**src/rtl/pwm_pkg.sv**
```systemverilog
// rtl/pwm_pkg.sv - shared PWM constants and capture FSM state type
package pwm_pkg;

    localparam int          CNT_W_DEF   = 16;
    localparam logic [15:0] TIMEOUT_DEF = 16'd60000;
    localparam int          GEN_PERIOD  = 50000;

    typedef enum logic [2:0] {
        IDLE,
        WAIT_RISE,
        MEAS_HIGH,
        MEAS_LOW,
        STUCK
    } cap_state_t;

endpackage

```
**src/rtl/pwm_in_sync.sv**
```systemverilog
// rtl/pwm_in_sync.sv - two-flop synchronizer with registered edge detect
module pwm_in_sync (
    input  logic clk,
    input  logic rst_n,
    input  logic pwm_in,
    output logic s,
    output logic rise,
    output logic fall
);

    logic s_meta;
    logic s_d;

    always_ff @(posedge clk or negedge rst_n) begin
        if (!rst_n) begin
            s_meta <= 1'b0;
            s      <= 1'b0;
            s_d    <= 1'b0;
        end else begin
            s_meta <= pwm_in;
            s      <= s_meta;
            s_d    <= s;
        end
    end

    assign rise = s & ~s_d;
    assign fall = ~s & s_d;

endmodule

```
**src/rtl/pwm_capture.sv**
```systemverilog
// rtl/pwm_capture.sv - PWM high-time/period capture with stuck-line timeout
module pwm_capture
    import pwm_pkg::*;
#(
    parameter int               CNT_W   = CNT_W_DEF,
    parameter logic [CNT_W-1:0] TIMEOUT = CNT_W'(TIMEOUT_DEF)
) (
    input  logic             clk,
    input  logic             rst_n,
    input  logic             en,
    input  logic             pwm_in,
    output logic [CNT_W-1:0] high_cnt,
    output logic [CNT_W-1:0] period_cnt,
    output logic             meas_valid,
    output logic             stuck,
    output logic             stuck_level
);

    cap_state_t       state, state_nxt;
    logic [CNT_W-1:0] cnt;
    logic [CNT_W-1:0] h;
    logic             s, rise, fall;
    logic             timeout;
    logic             cnt_load, cap_h, pub_meas, pub_stuck, clr_stuck;

    pwm_in_sync u_sync (
        .clk    (clk),
        .rst_n  (rst_n),
        .pwm_in (pwm_in),
        .s      (s),
        .rise   (rise),
        .fall   (fall)
    );

    assign timeout = (cnt == TIMEOUT);

    always_ff @(posedge clk or negedge rst_n) begin
        if (!rst_n) state <= IDLE;
        else        state <= state_nxt;
    end

    // Rise is tested before timeout so an edge landing on the limit is a normal edge.
    always_comb begin
        state_nxt = state;
        cnt_load  = 1'b0;
        cap_h     = 1'b0;
        pub_meas  = 1'b0;
        pub_stuck = 1'b0;
        clr_stuck = 1'b0;
        if (!en) begin
            state_nxt = IDLE;
            clr_stuck = 1'b1;
        end else begin
            case (state)
                IDLE: begin
                    cnt_load  = 1'b1;
                    state_nxt = WAIT_RISE;
                end
                WAIT_RISE: begin
                    if (rise) begin
                        cnt_load  = 1'b1;
                        state_nxt = MEAS_HIGH;
                    end else if (timeout) begin
                        pub_stuck = 1'b1;
                        state_nxt = STUCK;
                    end
                end
                MEAS_HIGH: begin
                    if (timeout) begin
                        pub_stuck = 1'b1;
                        state_nxt = STUCK;
                    end else if (fall) begin
                        cap_h     = 1'b1;
                        state_nxt = MEAS_LOW;
                    end
                end
                MEAS_LOW: begin
                    if (rise) begin
                        cnt_load  = 1'b1;
                        pub_meas  = 1'b1;
                        state_nxt = MEAS_HIGH;
                    end else if (timeout) begin
                        pub_stuck = 1'b1;
                        state_nxt = STUCK;
                    end
                end
                STUCK: begin
                    if (rise) begin
                        cnt_load  = 1'b1;
                        clr_stuck = 1'b1;
                        state_nxt = MEAS_HIGH;
                    end
                end
                default: state_nxt = IDLE;
            endcase
        end
    end

    // Saturating so a long stuck interval cannot wrap back through TIMEOUT.
    always_ff @(posedge clk or negedge rst_n) begin
        if (!rst_n)            cnt <= '0;
        else if (cnt_load)     cnt <= CNT_W'(1);
        else if (cnt != '1)    cnt <= cnt + 1'b1;
    end

    always_ff @(posedge clk or negedge rst_n) begin
        if (!rst_n) begin
            h           <= '0;
            high_cnt    <= '0;
            period_cnt  <= '0;
            meas_valid  <= 1'b0;
            stuck       <= 1'b0;
            stuck_level <= 1'b0;
        end else begin
            meas_valid <= pub_meas | pub_stuck;
            if (cap_h) h <= cnt;
            if (pub_meas) begin
                high_cnt   <= h;
                period_cnt <= cnt;
            end
            if (pub_stuck) begin
                high_cnt    <= s ? TIMEOUT : '0;
                period_cnt  <= TIMEOUT;
                stuck       <= 1'b1;
                stuck_level <= s;
            end else if (clr_stuck) begin
                stuck <= 1'b0;
            end
        end
    end

endmodule

```
**config.mk**
```make
export PLATFORM = sky130hd
export DESIGN_NAME = pwm_capture
export DESIGN_NICKNAME = d
export VERILOG_FILES = /design/src/rtl/pwm_pkg.sv /design/src/rtl/pwm_in_sync.sv /design/src/rtl/pwm_capture.sv
export SDC_FILE = /design/constraint.sdc
export NUM_CORES = 1
export LEC_CHECK = 0
export CORE_MARGIN = 5
export CORE_UTILIZATION = 45
export DETAILED_ROUTE_END_ITERATION = 10
export PLACE_DENSITY = 0.81
export SLEW_MARGIN = 5
export SYNTH_ARGS = -nofsm -noshare
export SYNTH_HDL_FRONTEND = slang
export SYNTH_SLANG_ARGS = --single-unit
export TNS_END_PERCENT = 100
```
**constraint.sdc**
```tcl
create_clock -name clk -period 1.9 [get_ports clk]
set_input_delay 0.38 -clock clk [delete_from_list [all_inputs] [get_ports clk]]
set_output_delay 0.38 -clock clk [all_outputs]
set_load 0.01 [all_outputs]
```
Word-level counts from Yosys, hierarchy flattened --
Index checks and enable logic that the tools add are counted.
Operators by class: add/sub/neg operators 1, equality and inequality tests 9, mux-type cells 31, bitwise gates (word level) 5, reductions and logical operators 7
Operators with widths (number):
- $mux W16 | 7
- $mux W3 | 6
- $add A16 B1 Y16 const B | 1
- $eq A16 B16 Y1 const B | 1
- $ne A16 B16 Y1 const B | 1
- $mux W1 | 15
- $pmux W3 S4 | 1
- $eq A3 B2 Y1 const B | 2
- $reduce_bool A2 Y1 | 3
- $ne A4 B2 Y1 const B | 1
- $ne A4 B4 Y1 const B | 1
- $pmux W1 S2 | 2
- $eq A3 B1 Y1 const B | 1
- $eq A3 B3 Y1 const B | 1
- $logic_not A3 Y1 | 1
- $ne A3 B3 Y1 const B | 1
- $reduce_and A3 Y1 | 1
- $reduce_or A3 Y1 | 1
- $and A1 B1 Y1 | 2
- $not A1 Y1 | 2
- $reduce_or A2 Y1 | 1
- $or A1 B1 Y1 | 1
Storage, ports and cells: register bits after elaboration 73, output and inout bits 35, logic and storage cells 64

Logic depth before layout (Yosys ltp) --
Gate-level depths: netlist of run 1.
depth in word-level cells 7, depth in mapped cells 8, gate-level depth less buffers 6

Cells and area by module --
From an unflattened synthesis of run 1, not the netlist that was laid out.
Unflattened totals: cell total of the unflattened synthesis 289, area, all modules 3347.0 um^2
By module, submodules not included:
- pwm_capture | times used 1, cells each 284, area each 3256.9 um^2, seq. area each 1751.7 um^2
- pwm_in_sync | times used 1, cells each 5, area each 90.1 um^2, seq. area each 75.1 um^2

Worst setup path after synthesis of run 1 --
No wires, ideal clock.
kind reg2reg, from register cnt[0], to register high_cnt[11], arrival time 1.766 ns, required time 1.775 ns, setup slack 0.009 ns, stages on the path, launching flop included 8, path through dfrtp_1 > inv_1 > ha_1 > and4bb_1 > nand4_1 > or3b_1 > buf_6 > mux2_4
Between the ends: cells in the longest elaborated chain, start to end 6, elaborated cells between the ends (all ways) 7, those cells by class 1 x eq/ne; 5 x mux; 1 x reduce/logical
Ends and longest elaborated chain:
- start, declared | line pwm_capture.sv:20 | logic [CNT_W-1:0] cnt;
- start signal, assigned | line pwm_capture.sv:103 | else if (cnt != '1) cnt <= cnt + 1'b1;
- $eq A16 B16 Y1 (*) | line pwm_capture.sv:35 | assign timeout = (cnt == TIMEOUT);
- $mux W1 (*) | line pwm_capture.sv:63, pwm_capture.sv:69, pwm_capture.sv:82
- $mux W1 | line pwm_capture.sv:78 | if (rise) begin
- $pmux W1 S2 (*) | line pwm_capture.sv:54 | case (state)
- $mux W1 (*) | line pwm_capture.sv:50 | if (!en) begin
- $mux W16 or $reduce_bool A2 Y1 (tied branches)
- end signal, assigned | line pwm_capture.sv:118 | high_cnt <= h;
- end signal, assigned | line pwm_capture.sv:122 | high_cnt <= s ? TIMEOUT : '0;
- end, declared | line pwm_capture.sv:12 | output logic [CNT_W-1:0] high_cnt,
Every way passes the cells marked *; elsewhere a longest branch is shown, timed or not. A chain may end at the register's enable or synchronous reset.

Final worst setup path of run 1 --
from register cnt[1], to register high_cnt[15]
The elaborated chain is that of the path after synthesis.

==> results of run 1 <==
-- metal layers --
layer  vias to the layer above  GRT usage [%]  share of wire (%)
met5                         -              0                  0
met4                         0           6.30                1.8
met3                        14           4.07                6.2
met2                        75           27.7                 52
met1                      1330           19.4                 40
li1                       1206              -                  -
-- state kept, by name, indices dropped and copies added, names as in the netlist --
register       cells
cnt               16
h                 16
high_cnt          16
period_cnt        16
state              3
meas_valid         1
stuck              1
stuck_level        1
u_sync.s           1
u_sync.s_d         1
u_sync.s_meta      1
-- cells in the final DEF (no fill, tap or decap), drive strengths merged, types with 4 or more instances in the layout --
cell type and instances:
dfrtp 73, buf 51, clkdlybuf4s50 37, mux2i 34
mux2 31, nand2 27, nor2 23, clkbuf 16
nand2b 9, nand4 8, a21oi 7, o21ai 6
inv 5, and3b 4, nor3 4, nor2b 4
or3b 4
-- cell type report --
type	instances	area (um2)	share of cell area, %
clock buffer	13	159	3.35
clock inverter	3	25.0	0.528
inverter	5	18.8	0.396
multi-input combinational	196	1690	35.7
sequential	73	1830	38.6
tap	102	128	2.69
timing repair buffer	91	890	18.8
-- cell families after synthesis --
| logic type | after synthesis |
|---|---|
| mux | 65 |
| xor+xnor | 2 |
| compound gates | 27 |
| simple gates | 100 |
| buf+inv | 23 |
| fa+ha+maj | 2 |
| flops | 73 |
-- worst register-to-register path, delay by kind of cell (launching register included) --
family	cells	cell delay, ps
flops	1	390
fa+ha+maj	1	120
buf+inv	2	250
simple gates	3	870
mux	1	290
-- Yosys cell counts (2+ instances only) --
library cell,n
a211oi_1,3
a21oi_1,7
a31oi_1,2
and3_1,3
and3b_1,4
buf_2,12
buf_4,3
buf_6,2
dfrtp_1,73
ha_1,2
inv_1,5
mux2_2,23
mux2_4,8
mux2i_1,34
nand2_1,27
nand2b_1,9
nand3_1,2
nand4_1,6
nand4_2,2
nor2_1,23
nor2b_1,3
nor3_1,4
o21ai_0,6
or3b_1,3
xnor2_1,2
-- path summary, 6_finish.rpt --
kind	endpoint	depth (start not counted)
worst max-delay path	high_cnt[15]$_DFFE_PN0P_	7
worst min-delay path	period_cnt[0]$_DFFE_PN0P_	2
worst max register to register	high_cnt[15]$_DFFE_PN0P_	7
worst min register to register	u_sync.s$_DFF_PN0_	0
max in group asynchronous	period_cnt[11]$_DFFE_PN0P_	2
min in group clk	u_sync.s$_DFF_PN0_	0
-- through the flow --
stage / instance area [um2] / cells / setup TNS [ps]
floorplan: 3500 / 292 / 0
global placement: 4240 / 455 / -7900
detailed placement: 4240 / 455 / -8770
CTS: 4470 / 475 / -663
global route: 4740 / 483 / -3080
finish: 4740 / 483 / -1100
-- power breakdown --
group          switching [mW]  internal [mW]  leakage, nW  total [mW]
clock                   0.598          0.552       0.0898        1.15
combinational           0.331          0.362         1.15       0.693
sequential             0.0895           1.67        0.989        1.76
-- repair_timing --
item | 4_1_cts | 5_1_grt
endpoints found under the hold margin | 0 | 0
endpoints found under the setup margin | 8 | 57
hold buffers | 0 | 0
buffers inserted | 4 | 7
gates cloned | 0 | 4
gates resized for setup | 4 | 37
pin swaps | 2 | 7
==> summary.md, run 1 <==
| Metric | Value |
|---|---|
| Fin Hold WS | `42.2 ps` |
| Synth Area in Simple Gates | `16.9%` |
| Die area | `9630 um2` |
| Async SR Flop Fraction | `100%` |
| Reg clk slew, reported paths | `80 ps` |
| Final WL | `8410 um` |
| Number of flops mapped to enable cells by yosys | `0` |
| Global Route Usage Sum | `16.1%` |
| Setup WS post-layout | `-136 ps` |
| First-pass GRT wire length | `12,500 um` |
| Die Ht | `98.2 um` |
| Post-synthesis compound-gate area fraction | `5.44%` |
| CP top delay family | `simple AND/OR/NAND/NOR gates` |
| FP Rows | `32` |
| Initial DRC count | `190` |
| CTS tree | `done` |
| Share of the synthesized area in the top cell type | `52.2%` |
| PD cells | `761 nW/um2` |
| Pins over their slew limit | `0` |
| Final core occ | `61.9%` |
| Final setup violation count | `16` |
| Area Growth Syn to Fin | `35.5%` |
| Syn. warnings | `0` |
| Clock Sinks | `73` |
| TritonCTS Buffers | `9` |
| DRC viols | `0` |
| Inserted Diodes | `0` |
| Yosys cell types | `49` |
| Worst slew margin | `75.3%` |
| Main combinational cell family by area after synthesis | `multiplexers` |
| Final Hold Fails | `0` |
| Critical path launch point | `cnt[1]$_DFFE_PN0P_` |
| Worst path slowest cell | `or3b_4` |
| Crit-path max cell delay | `440 ps` |
| Critical Path Fanout Max | `8` |
| CP Buf/Inv Count | `2` |
| Post-Synth XOR/XNOR Area | `0.501%` |
| Syn_area_per_cell | `12.0 um2` |
| RSZ-0062 raised after global routing | `true` |
| Fmax | `491 MHz` |
| Area leader, netlist | `dfrtp_1` |
| CP Class | `reg2reg` |
| Critical path launch point type | `flip-flop` |
| Fillers | `572` |
| Cell leakage power | `2.23 nW` |
| Ys flop type | `dfrtp_1` |
| H-tree levels | `3` |
| Critical path endpoint category | `flip-flop` |
| Mux share of post-synthesis cell area | `20.6%` |
| Post-synthesis sequential area ratio | `52.2%` |
| Cell area after synthesis | `3500 um2` |
| Clk_skew | `11.8 ps` |
| Synthesized flop and latch total | `73` |
| Hpwl dp | `5350 um` |
| DR vias | `2,625` |
| Total chip power | `3.61 mW` |
| Synth Area in Adders | `0.716%` |
| Data arrival, critical path | `2270 ps` |
| RR Startpoint | `cnt[1]$_DFFE_PN0P_` |
| Maximum clock insertion buffer count | `2` |
| Gp weighted congestion | `0.855` |
| Flop-to-flop setup slack | `-140 ps` |
| GRT Residual Overflow | `0` |
| Clock root buffer | `clkbuf_8` |
| I/O pin count | `39` |
| Worst Hold Class | `in2async` |
| DR pass1 iterations | `4` |
| Worst slew pin tran | `365 ps` |
| # Max-Cap Violations | `0` |
| Clk_lat worst skew | `350 ps` |
| WL/cell | `17.4 um` |
| Routed Antenna Nets | `0` |
| Largest net degree at the start of global routing | `74` |
| Initial antenna violation count | `0` |
| Vias per inst | `5.43` |
| CORE AREA | `7650 um2` |
| Failing checks | `negative setup slack` |
| Nets | `382` |
| PortBufs | `38` |
| Initial core utilization | `45.7%` |
| Fraction of layout cells with a size suffix above 1 | `32.3%` |
| Final worst-path cycle share | `107%` |
| Largest vdd supply drop | `0.499 mV` |
| Chip width | `98.2 um` |
| Mapped Cells | `292` |
| Synth area leaders | `dfrtp_1 52%, mux2i_1 9.7%, mux2_2 7.4%` |
| Number of global-route vias before repair | `2,600` |
| Data required, critical path | `2140 ps` |
| Syn_nets | `298` |
| Clock period minus worst slack | `2040 ps` |
| Status | `finished with violations` |
| Setup WS pre-CTS | `-309 ps` |
| Crit-path cells | `inv_2, ha_4, and4bb_1, nand4_1, or3b_4, buf_8, mux2_4` |
No activity file was read; power rests on OpenSTA's default activity.
==> run 2, diff against run 1 <==
--- a/config.mk
+++ b/config.mk
@@ -8,7 +8,7 @@
 export CORE_MARGIN = 5
 export CORE_UTILIZATION = 45
 export DETAILED_ROUTE_END_ITERATION = 10
-export PLACE_DENSITY = 0.81
+export PLACE_DENSITY = 0.69
 export SLEW_MARGIN = 5
 export SYNTH_ARGS = -nofsm -noshare
 export SYNTH_HDL_FRONTEND = slang
==> run 2 against run 1 <==
Net effect: the flow still finishes with violations (negative setup slack); design area is 3.7% lower; cell count is 1.0% lower; sequential share of layout area is 1.5 points higher; die area stayed put; combinational power is 13% lower; critical path type unchanged.
==> summary.md, run 2 (synthesis results as in run 1) <==
| Metric | Value |
|---|---|
| Commonest non-fill, non-tap cell in the layout | `dfrtp_1` |
| DR vias | `2,517` |
| RR Startpoint | `cnt[0]$_DFFE_PN0P_` |
| Gp weighted congestion | `0.902` |
| Data required, critical path | `2120 ps` |
| WL/cell | `16.0 um` |
| Worst slew margin | `64.5%` |
| Clock root buffer | `clkbuf_8` |
| Final Hold Fails | `0` |
| Fin Hold WS | `10.3 ps` |
| Largest vdd supply drop | `0.381 mV` |
| CP Buf/Inv Count | `2` |
| Clock period minus worst slack | `1950 ps` |
| Initial core utilization | `45.7%` |
| Worst path slowest cell | `dfrtp_1` |
| Reg clk slew, reported paths | `70 ps` |
| Die Ht | `98.2 um` |
| PortBufs | `38` |
| Clock Sinks | `73` |
| Vias per inst | `5.27` |
| Fraction of layout cells with a size suffix above 1 | `30.6%` |
| Sum Neg Setup Slack | `-314 ps` |
| DRC viols | `0` |
| Chip width | `98.2 um` |
| Hpwl dp | `5480 um` |
| Placed insts | `458` |
| Worst slew pin tran | `532 ps` |
| Pins over their slew limit | `0` |
| Fillers | `643` |
| Final WL | `7640 um` |
| Finished Layout Cells | `478` |
| # Max-Cap Violations | `0` |
| RSZ-0062 raised after global routing | `true` |
| Critical path launch point | `cnt[0]$_DFFE_PN0P_` |
| Nets | `377` |
| Maximum clock insertion buffer count | `2` |
| Inserted Diodes | `0` |
| Critical path launch point type | `flip-flop` |
| Area Growth Syn to Fin | `30.5%` |
| Worst Hold Class | `in2async` |
| CTS tree | `done` |
| Initial antenna violation count | `0` |
| Final worst-path cycle share | `102%` |
| Initial DRC count | `169` |
| Global Route Usage Sum | `16.6%` |
| Final setup violation count | `8` |
| Largest net degree at the start of global routing | `29` |
| DR pass1 iterations | `4` |
| Clk_skew | `8.48 ps` |
| Fmax | `514 MHz` |
| Most frequent cells in the layout | `71 x dfrtp_1, 40 x buf_4, 37 x clkdlybuf4s50_1, 34 x mux2i_1, 27 x nand2_1` |
| CP Class | `reg2reg` |
| Critical path endpoint category | `flip-flop` |
| TritonCTS Buffers | `9` |
| PD cells | `777 nW/um2` |
| GRT Residual Overflow | `0` |
| Cell leakage power | `2.14 nW` |
| H-tree levels | `3` |
| Die area | `9630 um2` |
| Number of global-route vias before repair | `2,541` |
| CP top delay family | `simple AND/OR/NAND/NOR gates` |
| I/O pin count | `39` |
| CORE AREA | `7650 um2` |
| FP Rows | `32` |
| Setup WS post-layout | `-45.3 ps` |
| Routed Antenna Nets | `0` |
| Crit-path max cell delay | `390 ps` |
| Final core occ | `59.7%` |
| Critical Path Fanout Max | `9` |
| Clk_lat worst skew | `340 ps` |
| Crit-path cells | `inv_2, ha_1, and4bb_1, nand4_1, or3b_1, buf_6, mux2_4` |
| Failing checks | `negative setup slack` |
| Status | `finished with violations` |
| First-pass GRT wire length | `12,800 um` |
| Data arrival, critical path | `2170 ps` |
-- run 2: cell count changes in the layout (fill, tap and decap cells not counted), sizes merged --
cell	delta
bufinv	+1
clkbuf	-3
clkinvlp	-1
buf	-2
-- run 2: what timing repair did --
action                                  in CTS  in global routing
endpoints found under the setup margin      18                 40
buffers inserted                             1                  3
hold buffers                                 0                  0
gates resized for setup                      1                 17
pin swaps                                    2                  2
cloned                                       0                  0
-- run 2: where the power goes --
group	internal, mW	switching (mW)
logic	0.312	0.288
registers	1.67	0.0858
clock network	0.640	0.545
-- run 2: per-layer routing --
metal / GRT usage, % / up-vias / routed length (um)
met2: 25.6 / 55 / 3710
met3: 4.07 / 9 / 304
met4: 7.04 / 0 / 136
li1: - / 1193 / -
met5: 0 / - / 0
met1: 22.5 / 1260 / 3480
-- run 2: path summary, 6_finish.rpt --
kind | cells past startpoint | to | slack, ps
min in group clk | 0 | u_sync.s$_DFF_PN0_ | 350
min | 1 | period_cnt[2]$_DFFE_PN0P_ | 10
min reg2reg | 0 | u_sync.s$_DFF_PN0_ | 350
max in group asynchronous | 2 | high_cnt[5]$_DFFE_PN0P_ | 1350
max reg2reg | 7 | high_cnt[13]$_DFFE_PN0P_ | -50
max | 7 | high_cnt[13]$_DFFE_PN0P_ | -50
-- run 2: cell type report --
| cell class | instances | area (um2) | share of cell area (%) |
|---|---|---|---|
| clock inverters | 3 | 40.0 | 0.877 |
| flip-flops and latches | 73 | 1830 | 40.1 |
| inverters | 5 | 18.8 | 0.411 |
| repair buffers | 86 | 801 | 17.5 |
| well taps | 102 | 128 | 2.80 |
| multi-input cells | 196 | 1600 | 35.0 |
| clock buffers | 13 | 149 | 3.26 |
-- run 2: stage by stage --
step                power, mW  area [um2]  setup slack [ps]
global route             3.72        4560              -107
detailed placement       2.37        4280              -293
floorplan                2.07        3500              8.68
global placement         2.36        4280              -255
CTS                      3.57        4480             -66.7
finish                   3.55        4560             -45.3
-- run 2: worst reg2reg max path: stages, from the launching register on --
cell and delay, ps:
dfrtp_1 390, inv_2 60, ha_1 130, and4bb_1 270, nand4_1 140, or3b_1 390
buf_6 160, mux2_4 300
